$ cat src/rtl/alu_ctrl_pkg.sv
// Shared constants for the LEGv8 ALU controller: ALU codes, R-type opcodes, divide selectors, FSM states.
package alu_ctrl_pkg;

    localparam logic [3:0] CODE_AND   = 4'b0000;
    localparam logic [3:0] CODE_ORR   = 4'b0001;
    localparam logic [3:0] CODE_ADD   = 4'b0010;
    localparam logic [3:0] CODE_SUB   = 4'b0110;
    localparam logic [3:0] CODE_PASSB = 4'b0111;
    localparam logic [3:0] CODE_MUL   = 4'b1000;
    localparam logic [3:0] CODE_SDIV  = 4'b1001;
    localparam logic [3:0] CODE_UDIV  = 4'b1010;

    localparam logic [10:0] OPC_ADD  = 11'b10001011000;
    localparam logic [10:0] OPC_SUB  = 11'b11001011000;
    localparam logic [10:0] OPC_AND  = 11'b10001010000;
    localparam logic [10:0] OPC_ORR  = 11'b10101010000;
    localparam logic [10:0] OPC_ADDS = 11'b10101011000;
    localparam logic [10:0] OPC_SUBS = 11'b11101011000;
    localparam logic [10:0] OPC_MUL  = 11'b10011011000;
    localparam logic [10:0] OPC_DIV  = 11'b10011010110;

    localparam logic [5:0] SHAMT_SDIV = 6'b000010;
    localparam logic [5:0] SHAMT_UDIV = 6'b000011;

    localparam logic [1:0] ALUOP_MEM = 2'b00;
    localparam logic [1:0] ALUOP_CBZ = 2'b01;
    localparam logic [1:0] ALUOP_R   = 2'b10;

    typedef enum logic [1:0] {
        S_IDLE  = 2'd0,
        S_MULTI = 2'd1,
        S_HOLD  = 2'd2
    } state_t;

endpackage

$ cat src/rtl/alu_ctrl_decode.sv
// Combinational ALUOp/opcode/shamt decode. SDIV/UDIV are recognised only when ALU_CTRL_DIV_EN is defined;
// otherwise they fall through to the illegal path.
module alu_ctrl_decode
    import alu_ctrl_pkg::*;
#(
    parameter int OPC_W  = 11,
    parameter int FUNC_W = 6,
    parameter int CODE_W = 4
) (
    input  logic [1:0]        alu_op,
    input  logic [OPC_W-1:0]  opcode,
    input  logic [FUNC_W-1:0] shamt,
    output logic [CODE_W-1:0] code,
    output logic              set_flags,
    output logic              multi,
    output logic              is_div,
    output logic              illegal
);

`ifndef ALU_CTRL_DIV_EN
    logic w_unused_shamt;
    assign w_unused_shamt = ^shamt;
`endif

    always_comb begin
        code      = CODE_W'(CODE_ADD);
        set_flags = 1'b0;
        multi     = 1'b0;
        is_div    = 1'b0;
        illegal   = 1'b0;
        case (alu_op)
            ALUOP_MEM: ;
            ALUOP_CBZ: code = CODE_W'(CODE_PASSB);
            ALUOP_R: begin
                case (opcode)
                    OPC_W'(OPC_ADD):  ;
                    OPC_W'(OPC_SUB):  code = CODE_W'(CODE_SUB);
                    OPC_W'(OPC_AND):  code = CODE_W'(CODE_AND);
                    OPC_W'(OPC_ORR):  code = CODE_W'(CODE_ORR);
                    OPC_W'(OPC_ADDS): set_flags = 1'b1;
                    OPC_W'(OPC_SUBS): begin
                        code      = CODE_W'(CODE_SUB);
                        set_flags = 1'b1;
                    end
                    OPC_W'(OPC_MUL): begin
                        code  = CODE_W'(CODE_MUL);
                        multi = 1'b1;
                    end
                    OPC_W'(OPC_DIV): begin
`ifdef ALU_CTRL_DIV_EN
                        if (shamt == FUNC_W'(SHAMT_SDIV)) begin
                            code   = CODE_W'(CODE_SDIV);
                            multi  = 1'b1;
                            is_div = 1'b1;
                        end else if (shamt == FUNC_W'(SHAMT_UDIV)) begin
                            code   = CODE_W'(CODE_UDIV);
                            multi  = 1'b1;
                            is_div = 1'b1;
                        end else begin
                            illegal = 1'b1;
                        end
`else
                        illegal = 1'b1;
`endif
                    end
                    default: illegal = 1'b1;
                endcase
            end
            default: illegal = 1'b1;
        endcase
    end

endmodule

$ cat src/rtl/alu_ctrl_seq.sv
// Registered ALU controller: IDLE/MULTI/HOLD handshake FSM that holds the op code while MUL/DIV iterate.
// Optional divide support via ALU_CTRL_DIV_EN (see alu_ctrl_decode).
module alu_ctrl_seq
    import alu_ctrl_pkg::*;
#(
    parameter int OPC_W      = 11,
    parameter int FUNC_W     = 6,
    parameter int CODE_W     = 4,
    parameter int MUL_CYCLES = 4,
    parameter int DIV_CYCLES = 16
) (
    input  logic              clk,
    input  logic              rst,
    input  logic              in_valid,
    output logic              in_ready,
    input  logic [1:0]        alu_op,
    input  logic [OPC_W-1:0]  opcode,
    input  logic [FUNC_W-1:0] shamt,
    output logic              out_valid,
    input  logic              out_ready,
    output logic [CODE_W-1:0] code,
    output logic              set_flags,
    output logic              busy,
    output logic              illegal
);

    localparam int MAX_CYC = (MUL_CYCLES > DIV_CYCLES) ? MUL_CYCLES : DIV_CYCLES;
    localparam int CNT_W   = (MAX_CYC > 2) ? $clog2(MAX_CYC) : 1;
    localparam logic [CNT_W-1:0] MUL_LOAD = CNT_W'(MUL_CYCLES - 2);
    localparam logic [CNT_W-1:0] DIV_LOAD = CNT_W'(DIV_CYCLES - 2);

    state_t            r_state, w_state_nxt;
    logic [CNT_W-1:0]  r_cnt;
    logic [CODE_W-1:0] r_code;
    logic              r_set_flags, r_illegal;

    logic [CODE_W-1:0] w_code;
    logic              w_set_flags, w_multi, w_is_div, w_illegal, w_accept;

    alu_ctrl_decode #(
        .OPC_W  (OPC_W),
        .FUNC_W (FUNC_W),
        .CODE_W (CODE_W)
    ) u_decode (
        .alu_op    (alu_op),
        .opcode    (opcode),
        .shamt     (shamt),
        .code      (w_code),
        .set_flags (w_set_flags),
        .multi     (w_multi),
        .is_div    (w_is_div),
        .illegal   (w_illegal)
    );

    always_comb begin
        w_state_nxt = r_state;
        in_ready    = (r_state == S_IDLE) || ((r_state == S_HOLD) && out_ready);
        w_accept    = in_valid && in_ready;
        case (r_state)
            S_IDLE:  if (w_accept) w_state_nxt = w_multi ? S_MULTI : S_HOLD;
            S_MULTI: if (r_cnt == '0) w_state_nxt = S_HOLD;
            S_HOLD: begin
                if (w_accept)       w_state_nxt = w_multi ? S_MULTI : S_HOLD;
                else if (out_ready) w_state_nxt = S_IDLE;
            end
            default: w_state_nxt = S_IDLE;
        endcase
    end

    // Counter is only loaded on accept, so it never wraps; it parks at 0 outside MULTI.
    always_ff @(posedge clk or posedge rst) begin
        if (rst) begin
            r_state     <= S_IDLE;
            r_cnt       <= '0;
            r_code      <= CODE_W'(CODE_ADD);
            r_set_flags <= 1'b0;
            r_illegal   <= 1'b0;
        end else begin
            r_state <= w_state_nxt;
            if (w_accept) begin
                r_code      <= w_code;
                r_set_flags <= w_set_flags;
                r_illegal   <= w_illegal;
                r_cnt       <= w_multi ? (w_is_div ? DIV_LOAD : MUL_LOAD) : '0;
            end else if ((r_state == S_MULTI) && (r_cnt != '0)) begin
                r_cnt <= r_cnt - CNT_W'(1);
            end
        end
    end

    assign out_valid = (r_state == S_HOLD);
    assign busy      = (r_state == S_MULTI);
    assign code      = r_code;
    assign set_flags = r_set_flags;
    assign illegal   = r_illegal;

endmodule

$ cat config.mk
export PLATFORM = sky130hd
export DESIGN_NAME = alu_ctrl_seq
export DESIGN_NICKNAME = d
export VERILOG_FILES = /design/src/rtl/alu_ctrl_pkg.sv /design/src/rtl/alu_ctrl_decode.sv /design/src/rtl/alu_ctrl_seq.sv
export SDC_FILE = /design/constraint.sdc
export NUM_CORES = 1
export LEC_CHECK = 0
export CAP_MARGIN = 20
export CORE_MARGIN = 2
export CORE_UTILIZATION = 41
export CTS_BUF_LIST = sky130_fd_sc_hd__clkbuf_4 sky130_fd_sc_hd__clkbuf_8 sky130_fd_sc_hd__clkbuf_16
export CTS_CLUSTER_DIAMETER = 30
export DETAILED_ROUTE_END_ITERATION = 12
export GPL_ROUTABILITY_DRIVEN = 1
export PLACE_DENSITY = 0.82
export SLEW_MARGIN = 20
export SYNTH_ARGS = -nofsm -noshare
export SYNTH_HDL_FRONTEND = slang
export SYNTH_SLANG_ARGS = --single-unit
$ cat constraint.sdc
create_clock -name clk -period 2.3 [get_ports clk]
set_clock_uncertainty 0.05 [all_clocks]
set_input_delay 0.575 -clock clk [delete_from_list [all_inputs] [get_ports clk]]
set_output_delay 0.575 -clock clk [all_outputs]
set_load 0.1 [all_outputs]
After elaboration in Yosys (flattened, before gate mapping)
Index checks and enable logic that the tools add are counted.

operators by class
  add/sub/neg operators = 1
  equal/unequal tests = 14
  muxes and demuxes = 17
  reductions and logical operators = 14

operators with widths
  kind                  count
  $eq 11x11->1 const B  7
  $pmux 4 s4            1
  $mux 2                6
  $mux 4                2
  $pmux 4 s2            1
  $reduce_or 7->1       1
  $pmux 2 s3            1
  $reduce_or 2->1       3
  $mux 1                5
  $eq 2x1->1 const B    2
  $eq 2x2->1 const B    2
  $logic_not 2->1       2
  $logic_not 4->1       1
  $reduce_bool 4->1     1
  $sub 4x1->4 const B   1
  $logic_and 1x1->1     3
  $ne 3x1->1 const B    1
  $reduce_and 3->1      1
  $ne 2x1->1 const B    1
  $ne 2x2->1 const B    1
  $pmux 1 s2            1
  $reduce_bool 2->1     1
  $logic_or 1x1->1      1

word-level totals
  bits in registers = 12
  output and inout bits = 9
  logic and storage cells = 51

Longest topological paths before layout
Gate-level depths: netlist of run 1.

  depth in word-level cells = 6
  depth in mapped cells = 6

Cells and area by module
From an unflattened synthesis of run 1, not the netlist that was laid out.

unflattened totals
  cells, all modules = 86
  area, all modules = 869.6 um^2

by module, submodules not included
  module           times used  cells an instance  area each (um^2)
  alu_ctrl_seq     1           54                 611.8
  alu_ctrl_decode  1           32                 257.7

Least setup slack after synthesis of run 1
OpenSTA, ideal clock, no wires.

  path kind = reg2reg
  from = reg r_state[0]
  to = reg r_cnt[0]
  setup time = 0.121 ns
  arrival = 2.416 ns
  slack = -0.287 ns
  stages on the path, launching flop included = 5
  period minus slack after synthesis = 2.587 ns
  cell sequence = dfrtp_1 nor2b_1 and2_1 xnor2_1 nor2_1

on the way
  elaborated cells between the ends (all ways) = 9
  classes of those cells = eq/ne (2); mux (1); reduce/logical (6)

RTL lines
  item                         line                RTL
  start: declaration           alu_ctrl_seq.sv:32  state_t r_state, w_state_nxt;
  start signal: assignment     alu_ctrl_seq.sv:79  r_state <= w_state_nxt;
  $eq 2x1->1                   --
  via busy                     alu_ctrl_seq.sv:23  output logic busy,
  $logic_and 1x1->1            alu_ctrl_seq.sv:85  end else if ((r_state == S_MULTI) && (r_cnt != '0)) begin
  $reduce_bool 2->1 (no line)  --
  end signal: assignment       alu_ctrl_seq.sv:84  r_cnt <= w_multi ? (w_is_div ? DIV_LOAD : MUL_LOAD) : '0;
  end signal: assignment       alu_ctrl_seq.sv:86  r_cnt <= r_cnt - CNT_W'(1);
  end: declaration             alu_ctrl_seq.sv:33  logic [CNT_W-1:0] r_cnt;

The timed path passes the listed nets, and every way through them passes these cells.
A chain may end at the register's enable or synchronous reset.

Final worst setup path of run 1
  from = in out_ready
  to = out in_ready

on the way
  word-level cells in the longest chain between the ends = 2

ends and longest elaborated chain
  item                line                RTL
  start: declaration  alu_ctrl_seq.sv:20  input logic out_ready,
  $logic_and 1x1->1   alu_ctrl_seq.sv:57  in_ready = (r_state == S_IDLE) || ((r_state == S_HOLD) && out_ready);
  $logic_or 1x1->1    alu_ctrl_seq.sv:57
  end: declaration    alu_ctrl_seq.sv:15  output logic in_ready,

Every way passes these cells.

==> qor.txt, run 1 <==
Via count - 760
Largest net degree at the start of global routing - 16
Peak supply drop - 0.000410 V
Final setup vio count - 0
Max-slew headroom - 70.9%
Post-synth EDFFs - 0
Ant diodes - 0
Post-route cell area - 1190 um^2
Detailed-route wire length per cell - 11.8 um
Root buf cell - clkbuf_4
DP Area - 1150 um^2
Post-CTS Setup Inserts - 0
Minimum clock period - 2.14 ns
Synth Net Count - 112
Fin. Hold Viols - 0
DP HPWL - 1470 um
Hold WC Path Type - flop to flop
WP data arrival - 1.52 ns
Die height - 47.2 um
Vias in the first global route - 715
CTS H-tree lvls - 1
Vias per cell - 5.17
Ys Warns - 0
Async set or reset register ratio after synthesis - 100%
DRT antenna net count - 0
Final slew viol count - 0
CP Class - primary input to output pin
Post-synthesis cell count - 84
Initial antenna violation count - 0
Starting density of the core - 43.9%
Seq/Total Area, Yosys - 39.4%
#FFs+latches synth - 12
Setup tns final - 0 ns
I/O pin count - 32
PortBufs - 25
RSZ-0062 raised after global routing - false
Leakage - 0.542 nW
Max Root-Sink Buffers - 2
WL final - 1730 um
Worst-Skew Late Latency - 0.28 ns
Area growth, synth to finish - 55.2%
Final Net Count - 151
Gpl congestion - 0.828
CP Max Fanout - 3
Syn avg cell area - 9.12 um^2
Layout cells sized above 1 - 25.4%
Hold buffer count at CTS - 0
PwrDens - 517 nW/um^2
First-pass detailed-route iteration total - 6
Die X - 47.2 um
# DRC - 0
GRT Total Usage - 17.7%
Post-CTS sizing - 0
Reg clk slew, reported paths - 0.07 ns
Max-cap viol count - 0
Core ar. - 1750 um^2
Main synth FF type - dfrtp_1
Startpoint types - primary input
Overflow left after global routing - 0
Die footprint - 2230 um^2
Tcrit/Tclk final - 93.1%
TritonCTS clock tree - built
Most frequent cells in the layout - clkdlybuf4s50_1, buf_4, dfrtp_1
Final core utilization - 68.1%
Critical Path RT - 1.67 ns
Max Freq - 467 MHz
Initial DRC count - 12
Tightest Pin Transition - 0.436 ns
Setup crit end kind - output pin
Most common cell after layout, fill and taps aside - clkdlybuf4s50_1
Fillers - 141
First-pass GRT wire length - 2790 um
Clk sinks - 12
CTS Buf Count - 3
Row Count - 15
Netlist cell types - 34
Synthesized cell area - 766 um^2
Run status - finished clean
## cell usage after synthesis (2+ instances only)
library cell | instances | area, um^2
a21oi_1 | 2 | 10.0
dfrtp_1 | 11 | 275
ha_1 | 5 | 62.6
inv_1 | 10 | 37.5
nand2_1 | 3 | 11.3
nand2b_1 | 2 | 12.5
nand3_1 | 4 | 20.0
nand3b_1 | 2 | 15.0
nor2_1 | 8 | 30.0
nor2b_1 | 6 | 37.5
nor4_1 | 2 | 12.5
o21ai_0 | 6 | 30.0
xor2_1 | 2 | 17.5
## power by group
group | total (mW) | leakage [nW] | internal, mW | switching (mW)
clock | 0.169 | 0.0210 | 0.0964 | 0.0727
combinational | 0.214 | 0.363 | 0.0825 | 0.132
sequential | 0.231 | 0.157 | 0.223 | 0.00784
## path summary, 6_finish.rpt
| check | depth (start not counted) | from | slack (ns) | end |
|---|---|---|---|---|
| min | 1 | illegal$_DFFE_PP0N_ | 0.45 | illegal$_DFFE_PP0N_ |
| min reg2reg | 1 | illegal$_DFFE_PP0N_ | 0.45 | illegal$_DFFE_PP0N_ |
| min in group asynchronous | 2 | rst | 0.54 | set_flags$_DFFE_PP0N_ |
| max in group asynchronous | 2 | rst | 1.33 | code[1]$_DFFE_PP1N_ |
| max reg2reg | 6 | r_cnt[0]$_DFFE_PP0P_ | 0.49 | r_cnt[1]$_DFFE_PP0P_ |
| max | 4 | out_ready | 0.16 | in_ready |
## layout make-up
type	count	area (um^2)	share of cell area, %
Clock buffer	4	36.3	3.05
Tap cell	25	31.3	2.63
Multi-Input combinational cell	61	429	36.1
Inverter	10	37.5	3.16
Timing Repair Buffer	35	353	29.7
Sequential cell	12	302	25.4
## state kept, by name (all words and copies together) (netlist names)
name and cells:
code 4, illegal 1, r_state 2, set_flags 1, r_cnt 4
## metrics by stage
step | setup WS [ns] | total power, mW | instances | hold slack, ns
final | 0.159 | 0.615 | 147 | 0.453
after global routing | 0.0915 | 0.634 | 147 | 0.463
after CTS | 0.149 | 0.618 | 147 | 0.455
after detailed placement | -0.0495 | 0.450 | 143 | 0.434
after global placement | -0.0476 | 0.447 | 143 | 0.439
after floorplan | 0.236 | 0.362 | 84 | 0.389
## layer usage
layer	GRT usage [%]	routed length [um]
met3	3.46	77
met4	5.00	27
met2	36.2	984
met5	0	0
met1	17.5	644
## critical path: stages
cell,delay (ns)
clkdlybuf4s50_1,0.40
nor2b_1,0.27
nor2_2,0.10
buf_12,0.18
## cells by family after synthesis
family | count (synthesis) | synth area share, %
AO/OA/AOI/OAI | 15 | 12.7
XOR/XNOR | 3 | 3.43
adder cells (fa/ha/maj) | 5 | 8.17
buffers and inverters | 11 | 5.56
flip-flops | 12 | 39.4
multiplexers | 2 | 2.78
AND/OR/NAND/NOR | 36 | 27.9
(Power assumes the default switching activity.)
==> inputs of run 2 (changes only) <==
CORE_MARGIN = not set   (was 2)
HOLD_SLACK_MARGIN = 0.15   (was not set)
==> qor.txt, run 2 (synthesized netlist as in run 1, its figures left out) <==
Run status - finished clean
Post-CTS sizing - 0
Worst Setup SP - out_ready
Max-slew headroom - 70.4%
Max Freq - 468 MHz
WL final - 1930 um
Worst-Skew Late Latency - 0.27 ns
Clk sinks - 12
# DRC - 0
Vias per cell - 5.14
WP data arrival - 1.51 ns
R2R depth - 6
Leakage - 0.537 nW
Core ar. - 1750 um^2
Hold buffer count at CTS - 0
Setup crit end kind - output pin
Layout Cells excl Fill - 146
Area growth, synth to finish - 54.2%
Die height - 45.2 um
PortBufs - 25
Reg clk slew, reported paths - 0.07 ns
Multi-input combinational cell area - 429 um^2
Startpoint types - primary input
Fin. Hold Viols - 0
Worst setup margin - 0.164 ns
Largest net degree at the start of global routing - 16
Max Root-Sink Buffers - 2
Most frequent cells in the layout - clkdlybuf4s50_1, buf_4, dfrtp_1
Initial antenna violation count - 0
Vias in the first global route - 775
DP HPWL - 1570 um
Hold WC Path Type - flop to flop
CP Class - primary input to output pin
Via count - 750
Post-route cell area - 1180 um^2
Die footprint - 2040 um^2
Critical Path RT - 1.67 ns
Root buf cell - clkbuf_4
Die X - 45.2 um
Overflow left after global routing - 0
Row Count - 15
Worst r2r src - r_cnt[0]$_DFFE_PP0P_
First-pass detailed-route iteration total - 4
GRT Total Usage - 21.6%
Post-CTS Setup Inserts - 0
Post-placement cell count - 142
RSZ-0062 raised after global routing - false
CTS Buf Count - 3
Initial DRC count - 12
I/O pin count - 32
DP Area - 1140 um^2
Gpl congestion - 0.817
Hold Path Cell Cnt - 1
DRT antenna net count - 0
Layout cells sized above 1 - 24.8%
PwrDens - 519 nW/um^2
CTS H-tree lvls - 1
Final Net Count - 150
CP Max Fanout - 3
R2R Setup Slk - 0.49 ns
Final slew viol count - 0
Peak supply drop - 0.000285 V
Setup tns final - 0 ns
Max-cap viol count - 0
Most common cell after layout, fill and taps aside - clkdlybuf4s50_1
Fillers - 133
Setup WS pre-CTS - -0.0997 ns
CP endpoint - in_ready
Ant diodes - 0
Tcrit/Tclk final - 92.9%
TritonCTS clock tree - built
First-pass GRT wire length - 3120 um
Starting density of the core - 43.9%
Final setup vio count - 0
Minimum clock period - 2.14 ns
Detailed-route wire length per cell - 13.2 um
Critical R2R Capture - r_cnt[1]$_DFFE_PP0P_
Sequential Area - 302 um^2
Tightest Pin Transition - 0.444 ns
run 2: cell type report:
type,instances,area share [%]
inverters,10,3.18
clock buffers,4,3.07
flip-flops and latches,12,25.5
multi-input cells,61,36.3
repair buffers,34,29.2
well taps,25,2.65
run 2: how the worst min path moves through the flow:
stage / slack, ns / startpoint / endpoint
2_1_floorplan: 0.39 / rst / code[0]$_DFFE_PP0N_
3_3_place_gp: 0.44 / illegal$_DFFE_PP0N_ / illegal$_DFFE_PP0N_
3_5_place_dp: 0.44 / illegal$_DFFE_PP0N_ / illegal$_DFFE_PP0N_
4_1_cts: 0.46 / illegal$_DFFE_PP0N_ / illegal$_DFFE_PP0N_
5_1_grt: 0.47 / illegal$_DFFE_PP0N_ / illegal$_DFFE_PP0N_
6_report: 0.46 / illegal$_DFFE_PP0N_ / illegal$_DFFE_PP0N_
run 2: power breakdown:
group	leakage, nW	switching, mW	internal, mW
logic	0.359	0.134	0.0816
registers	0.157	0.00838	0.223
clock network	0.0210	0.0703	0.0961
total	0.537	0.212	0.401
run 2: per-layer routing:
metal	GRT usage, %	part of all wire [%]
met2	43.8	58
met5	0	0
met4	10.3	2.1
met3	5.60	2.8
met1	19.2	37
run 2: through the flow:
stage	utilization (%)	power (mW)	hold WS [ns]
after global placement	65.6	0.446	0.435
after floorplan	-	0.362	0.389
after CTS	67.7	0.622	0.457
after global routing	67.7	0.638	0.467
final	67.7	0.613	0.461
after detailed placement	65.6	0.451	0.437
run 2: worst max-delay path: stages:
cell	delay (ns)
clkdlybuf4s50_1	0.40
nor2b_1	0.27
nor2_2	0.09
buf_12	0.17
